**config.mk**
```make
export PLATFORM = sky130hd
export DESIGN_NAME = forward_hazard_unit
export DESIGN_NICKNAME = d
export VERILOG_FILES = /design/src/rtl/forward_hazard_unit.sv
export SDC_FILE = /design/constraint.sdc
export NUM_CORES = 1
export LEC_CHECK = 0
export BUFFER_PORTS_ARGS = -buffer_cell sky130_fd_sc_hd__buf_2
export CORE_AREA = 4 4 57 59
export CTS_CLUSTER_SIZE = 12
export DETAILED_ROUTE_END_ITERATION = 6
export DIE_AREA = 0 0 61 63
export REMOVE_ABC_BUFFERS = 1
export SLEW_MARGIN = 20
export SYNTH_ARGS = -nofsm -noshare
export SYNTH_HDL_FRONTEND = slang
export SYNTH_SLANG_ARGS = --single-unit
```
**constraint.sdc**
```tcl
create_clock -name i_clk -period 1.8 [get_ports i_clk]
set_input_delay 0.27 -clock i_clk [delete_from_list [all_inputs] [get_ports i_clk]]
set_output_delay 0.27 -clock i_clk [all_outputs]
set_load 0.01 [all_outputs]
```
**src/rtl/forward_hazard_unit.sv**
```systemverilog
// -----------------------------------------------------------------------------
// forward_hazard_unit
//
// This block is the pipeline-control logic for EX-stage operand forwarding and
// load-use stall detection.
//
// A small registered scoreboard tracks the destination of every instruction
// that sits in EX or MEM. The scoreboard advances in lock-step with the
// datapath pipeline registers. The operand-forwarding selects are resolved
// while the consumer is still in ID and are then registered, so they are
// glitch-free for the whole time the consumer spends in EX.
//
// The WB-stage instruction is not kept in the scoreboard. Two facts make it
// unnecessary:
//   - The register file is write-first, so an ID read of a register that WB is
//     writing in the same cycle already returns the new value.
//   - A MEM-entry match is reported as "WB result" (01), because that producer
//     is in WB by the time the consumer reaches EX.
// Nothing downstream therefore ever compares against the WB occupant.
//
// Select encoding (matches the EX operand mux inputs):
//   2'b00  register-file value
//   2'b01  WB result
//   2'b10  MEM-stage ALU result
//   2'b11  reserved, never produced
//
// Ports
//   i_clk            pipeline clock, rising edge
//   i_rst_n          asynchronous active-low reset
//   i_pipe_en        1 = pipeline advances, 0 = every stage holds
//   i_id_valid       ID holds a real instruction
//   i_id_rs/rt       ID source register addresses
//   i_id_uses_rs/rt  ID instruction actually reads rs / rt
//   i_id_dest        ID destination register
//   i_id_reg_write   ID instruction writes the register file
//   i_id_mem_to_reg  ID instruction is a load
//   i_id_flush       taken branch/jump squashes the ID instruction
//   o_fwd_a_sel      registered select for EX operand A
//   o_fwd_b_sel      registered select for EX operand B
//   o_stall          load-use stall request (hold PC, IF/ID; bubble ID/EX)
// -----------------------------------------------------------------------------
module forward_hazard_unit #(
  parameter int REG_ADDR_W = 5
) (
  input  logic                  i_clk,
  input  logic                  i_rst_n,
  input  logic                  i_pipe_en,
  input  logic                  i_id_valid,
  input  logic [REG_ADDR_W-1:0] i_id_rs,
  input  logic [REG_ADDR_W-1:0] i_id_rt,
  input  logic                  i_id_uses_rs,
  input  logic                  i_id_uses_rt,
  input  logic [REG_ADDR_W-1:0] i_id_dest,
  input  logic                  i_id_reg_write,
  input  logic                  i_id_mem_to_reg,
  input  logic                  i_id_flush,
  output logic [1:0]            o_fwd_a_sel,
  output logic [1:0]            o_fwd_b_sel,
  output logic                  o_stall
);

  localparam logic [1:0] SEL_RF  = 2'b00;
  localparam logic [1:0] SEL_WB  = 2'b01;
  localparam logic [1:0] SEL_MEM = 2'b10;

  // ---------------------------------------------------------------------------
  // Scoreboard state
  // ---------------------------------------------------------------------------
  // EX entry: needs mem_to_reg, because a load in EX cannot forward yet.
  logic                  r_ex_valid;
  logic [REG_ADDR_W-1:0] r_ex_dest;
  logic                  r_ex_reg_write;
  logic                  r_ex_mem_to_reg;

  // MEM entry: by the time the consumer reaches EX, this producer is in WB.
  // Load data is available there as well, so the load flag is not tracked.
  logic                  r_mem_valid;
  logic [REG_ADDR_W-1:0] r_mem_dest;
  logic                  r_mem_reg_write;

  // Registered selects, one per operand (index 0 = A/rs, 1 = B/rt).
  logic [1:0][1:0]       r_sel;

  // ---------------------------------------------------------------------------
  // Per-operand forwarding decode
  // ---------------------------------------------------------------------------
  logic [1:0][REG_ADDR_W-1:0] w_src;
  logic [1:0]                 w_use;
  logic [1:0]                 w_ex_hit;
  logic [1:0]                 w_mem_hit;
  logic [1:0]                 w_load_hit;
  logic [1:0][1:0]            w_next_sel;

  assign w_src[0] = i_id_rs;
  assign w_src[1] = i_id_rt;
  assign w_use[0] = i_id_uses_rs;
  assign w_use[1] = i_id_uses_rt;

  genvar gi;
  generate
    for (gi = 0; gi < 2; gi++) begin : g_operand
      // Producer match: a live writer of a nonzero register equal to the
      // source. Register $0 is hard-wired, so it never matches.
      assign w_ex_hit[gi]  = r_ex_valid  & r_ex_reg_write  &
                             (r_ex_dest  != '0) & (r_ex_dest  == w_src[gi]);
      assign w_mem_hit[gi] = r_mem_valid & r_mem_reg_write &
                             (r_mem_dest != '0) & (r_mem_dest == w_src[gi]);

      // A load in EX has no data until it reaches WB, so this operand forces a
      // one-cycle bubble.
      assign w_load_hit[gi] = i_id_valid & w_use[gi] & w_ex_hit[gi] & r_ex_mem_to_reg;

      // Newest producer wins: the EX entry (becomes MEM) beats the MEM entry
      // (becomes WB). An EX-load match falls through. It only matters when no
      // bubble is inserted, and a load-use always inserts one.
      always_comb begin
        w_next_sel[gi] = SEL_RF;
        if (i_id_valid && w_use[gi]) begin
          if (w_ex_hit[gi] && !r_ex_mem_to_reg) begin
            w_next_sel[gi] = SEL_MEM;
          end else if (w_mem_hit[gi]) begin
            w_next_sel[gi] = SEL_WB;
          end
        end
      end
    end
  endgenerate

  // ---------------------------------------------------------------------------
  // Stall / bubble
  // ---------------------------------------------------------------------------
  logic w_load_use;
  logic w_bubble;

  assign w_load_use = |w_load_hit;
  // A squashed instruction does not wait for its operands. The flush alone
  // turns the ID/EX slot into a bubble.
  assign o_stall    = w_load_use & ~i_id_flush;
  assign w_bubble   = w_load_use | i_id_flush;

  // ---------------------------------------------------------------------------
  // Scoreboard and select registers
  // ---------------------------------------------------------------------------
  always_ff @(posedge i_clk or negedge i_rst_n) begin
    if (!i_rst_n) begin
      r_ex_valid      <= 1'b0;
      r_ex_dest       <= '0;
      r_ex_reg_write  <= 1'b0;
      r_ex_mem_to_reg <= 1'b0;
      r_mem_valid     <= 1'b0;
      r_mem_dest      <= '0;
      r_mem_reg_write <= 1'b0;
      r_sel           <= '0;
    end else if (i_pipe_en) begin
      r_mem_valid     <= r_ex_valid;
      r_mem_dest      <= r_ex_dest;
      r_mem_reg_write <= r_ex_reg_write;

      if (w_bubble) begin
        r_ex_valid      <= 1'b0;
        r_ex_dest       <= '0;
        r_ex_reg_write  <= 1'b0;
        r_ex_mem_to_reg <= 1'b0;
        r_sel           <= '0;
      end else begin
        r_ex_valid      <= i_id_valid;
        r_ex_dest       <= i_id_dest;
        r_ex_reg_write  <= i_id_reg_write;
        r_ex_mem_to_reg <= i_id_mem_to_reg;
        r_sel           <= w_next_sel;
      end
    end
  end

  assign o_fwd_a_sel = r_sel[0];
  assign o_fwd_b_sel = r_sel[1];

endmodule

```
==> impl_metrics.yaml <==
hold_path:
  hp-start: "i_id_reg_write"
  min-delay-path-class: "input pin to flip-flop"
  hold_end: "r_ex_reg_write$_DFFE_PN0P_"
  min_path_cells: 3
floorplanning:
  pin_count: 29
  fp.coreArea_sq_um: 2710
  die_w_um: 61
  std_cell_rows: 19
  dieArea_sq_um: 3840
  initial_utilization_pct: 39.7
  die-height_um: 63
grt:
  antenna_found_initial: 0
  via_count_of_the_first_global_routing_pass: 969
  gr-usage-all-layers_pct: 14.4
  grt_max_degree: 20
  first_pass_grt_wire_length_um: 4180
  grt.overflow.total: 0
setup_path:
  critical_path.cell_chain: "xor2_1, nor4_2, and3_1, o2111a_2, nor2b_4, buf_6"
  r2r_slack_ps: 110
  crit_path_start_kind: "flip-flop"
  r2r_start: "r_ex_dest[1]$_DFFE_PN0P_"
  crit_path_max_fanout: 2
  type_of_the_worst_setup_path: "flip-flop to primary output"
  slowest_stage: "sky130_fd_sc_hd__dfrtp_1"
  required_ps: 1530
  critical_path_arrival_ps: 1850
  cpPeakStageDelay_ps: 410
  crit-reg2reg-capture: "r_ex_dest[1]$_DFFE_PN0P_"
  ff2ff_path_depth: 6
  critPathCaptureType: "primary output"
placed_design:
  globalplace.congestion: 0.862
  port_buffers: 28
  place_ws_ps: -8.20
  place_hpwl_um: 2000
drt:
  met1_wire_length_um: 1150
  dr.max_layer_used: "met4"
  met3RoutedLength_um: 149
  route.detailed.drc: 0
  drt_first_pass_iters: 4
  viasPerCell: 5.26
  route.antenna.remaining_nets: 0
  met2RoutedLength_um: 1150
  drt_iter0_markers: 35
  wirelength_um: 2500
  vias: 916
  avgRoutedWirePerCell_um: 14.4
run_status:
  violations: "setup timing"
  run_status: "complete, but fails checks"
clocking:
  cts.reportedPaths.clkPinSlew_ps: 100
  cts.path.max_buffers: 2
  clock_sinks: 19
  numCtsBuffers: 3
  max_h_tree_level: 1
  postCtsSetupRepairBufs: 0
  clock_latency_ps: 300
  cts_tree: "built"
  clk_root_buffer_cell: "sky130_fd_sc_hd__clkbuf_4"
yosys:
  post_synth_inst_count: 108
  netlist_top_cells_area: "sky130_fd_sc_hd__dfrtp_1 44%, sky130_fd_sc_hd__xor2_1 9.8%, sky130_fd_sc_hd__mux2_2 7.3%"
  yosysTopAreaCellShare_pct: 44.2
  post_synth_num_cell_types: 25
  yosysWarningCount: 0
  number_of_storage_elements_in_the_synthesis_netlist: 19
  syn-mean-instance-area_sq_um: 9.95
  synth_sequential_area_ratio_pct: 44.2
  post_synth_instance_area_sq_um: 1070
  netlist.top_cell.by_area: "sky130_fd_sc_hd__dfrtp_1"
timing:
  setup_violations: 1
  postLayoutSetupSlackWorst_ps: -321
  drv_slew: 0
  timing.slew.headroom_pct: 61.8
  min_period_over_period_pct: 118
  post-route-min-period_ps: 2120
  rsz0062_at_grt: "yes"
  finalClockSkew_ps: 3.27
  worst_hold_slack_ps: 197
  report.final.hold_viol_count: 0
  tightest_slew_ps: 570
  timing.fmax_mhz: 472
cells_and_area:
  share_of_final_layout_standard_cells_stronger_than_drive_strength_1_pct: 33.6
  postLayoutCoreUtil_pct: 48.9
  num-fill-cells: 265
  area_growth_pct: 23.3
  final_net_count: 168
  antennaDiodeCount: 0
  layout_top_registers: "r_ex_dest x5, r_mem_dest x5"
pwr:
  power_per_cell_area_nw_per_um2: 680
  p_leak_nw: 0.618
  irDropWorstVdd_uv: 370
job:
  timing.max_cap.violations: 0
==> synth_stat cells <==
cell	count
sky130_fd_sc_hd__a211o_1	1
sky130_fd_sc_hd__a211oi_1	1
sky130_fd_sc_hd__a21oi_1	1
sky130_fd_sc_hd__and3_1	2
sky130_fd_sc_hd__buf_6	1
sky130_fd_sc_hd__clkbuf_1	3
sky130_fd_sc_hd__dfrtp_1	19
sky130_fd_sc_hd__inv_1	12
sky130_fd_sc_hd__mux2_2	7
sky130_fd_sc_hd__nand2_1	10
sky130_fd_sc_hd__nand3_1	4
sky130_fd_sc_hd__nand4_1	3
sky130_fd_sc_hd__nor2_1	2
sky130_fd_sc_hd__nor2b_1	2
sky130_fd_sc_hd__nor2b_4	1
sky130_fd_sc_hd__nor4_1	3
sky130_fd_sc_hd__nor4_2	1
sky130_fd_sc_hd__o2111a_2	1
sky130_fd_sc_hd__o211ai_1	1
sky130_fd_sc_hd__o21ai_0	2
sky130_fd_sc_hd__o22ai_1	9
sky130_fd_sc_hd__o32ai_1	1
sky130_fd_sc_hd__or4_1	1
sky130_fd_sc_hd__xnor2_1	8
sky130_fd_sc_hd__xor2_1	12
==> power breakdown <==
| group | switching [W] | internal, W |
|---|---|---|
| combinational | 0.0000925 | 0.0000973 |
| clock | 0.000129 | 0.0000864 |
| sequential | 0.0000369 | 0.000459 |
==> critical path: cells and delay by family (launching register included) <==
kind / cells / cell delay [ps]
simple gates: 3 / 670
compound gates: 1 / 200
xor+xnor: 1 / 180
buf+inv: 1 / 100
flops: 1 / 410
==> cell usage in the layout (no fill, tap or decap), types with 3 or more instances in the layout <==
cell and instances:
sky130_fd_sc_hd__buf_4 6, sky130_fd_sc_hd__nand4_1 3, sky130_fd_sc_hd__o22ai_1 9, sky130_fd_sc_hd__xor2_1 12, sky130_fd_sc_hd__nand3_1 4, sky130_fd_sc_hd__mux2_2 7, sky130_fd_sc_hd__clkbuf_4 3, sky130_fd_sc_hd__xnor2_1 8
sky130_fd_sc_hd__inv_1 12, sky130_fd_sc_hd__nand2_1 10, sky130_fd_sc_hd__buf_2 27, sky130_fd_sc_hd__dfrtp_1 19
==> stage by stage <==
step,cells,setup TNS [ps],cell area [sq um],power [W]
finish,174,-321,1330,0.000901
global route,174,-446,1330,0.000957
CTS,174,-343,1320,0.000911
detailed placement,169,-8.20,1280,0.000692
global placement,169,0,1280,0.000684
floorplan,104,0,1050,0.000600
==> kinds of logic after synthesis <==
| family | share of synthesized area [%] |
|---|---|
| multiplexers | 7.33 |
| XOR/XNOR | 16.3 |
| AO/OA/AOI/OAI | 10.8 |
| AND/OR/NAND/NOR | 15.0 |
| buffers and inverters | 6.29 |
| flip-flops | 44.2 |
==> layout make-up <==
cell class              count  area (sq um)  share of cell area (%)
flip-flops and latches     19           475                    35.9
clock buffers               4          26.3                    1.98
well taps                  31          38.8                    2.93
multi-input cells          73           538                    40.6
inverters                  12          45.0                    3.40
repair buffers             35           201                    15.2
==> metal layers <==
layer	track usage, %	up-vias
met5	0	-
met4	6.78	0
met3	1.86	5
met2	21.7	26
met1	19.9	441
li1	-	444
==> worst max-delay path by stage <==
stage / startpoint / to / slack, ps / cells past startpoint
floorplan: r_ex_dest[2]$_DFFE_PN0P_ / o_stall / 20 / 5
global placement: r_ex_dest[2]$_DFFE_PN0P_ / o_stall / 20 / 6
detailed placement: r_ex_dest[2]$_DFFE_PN0P_ / o_stall / -8 / 6
CTS: r_ex_dest[1]$_DFFE_PN0P_ / o_stall / -340 / 6
global route: r_ex_dest[1]$_DFFE_PN0P_ / o_stall / -420 / 6
finish: r_ex_dest[1]$_DFFE_PN0P_ / o_stall / -320 / 6
==> what timing repair did <==
action                                  in CTS  in global routing
endpoints found under the setup margin       1                  2
resized for setup                            1                  1
pin swaps                                    2                  0
hold buffers                                 1                  0
endpoints found under the hold margin       19                  0
(Power assumes the default switching activity.)
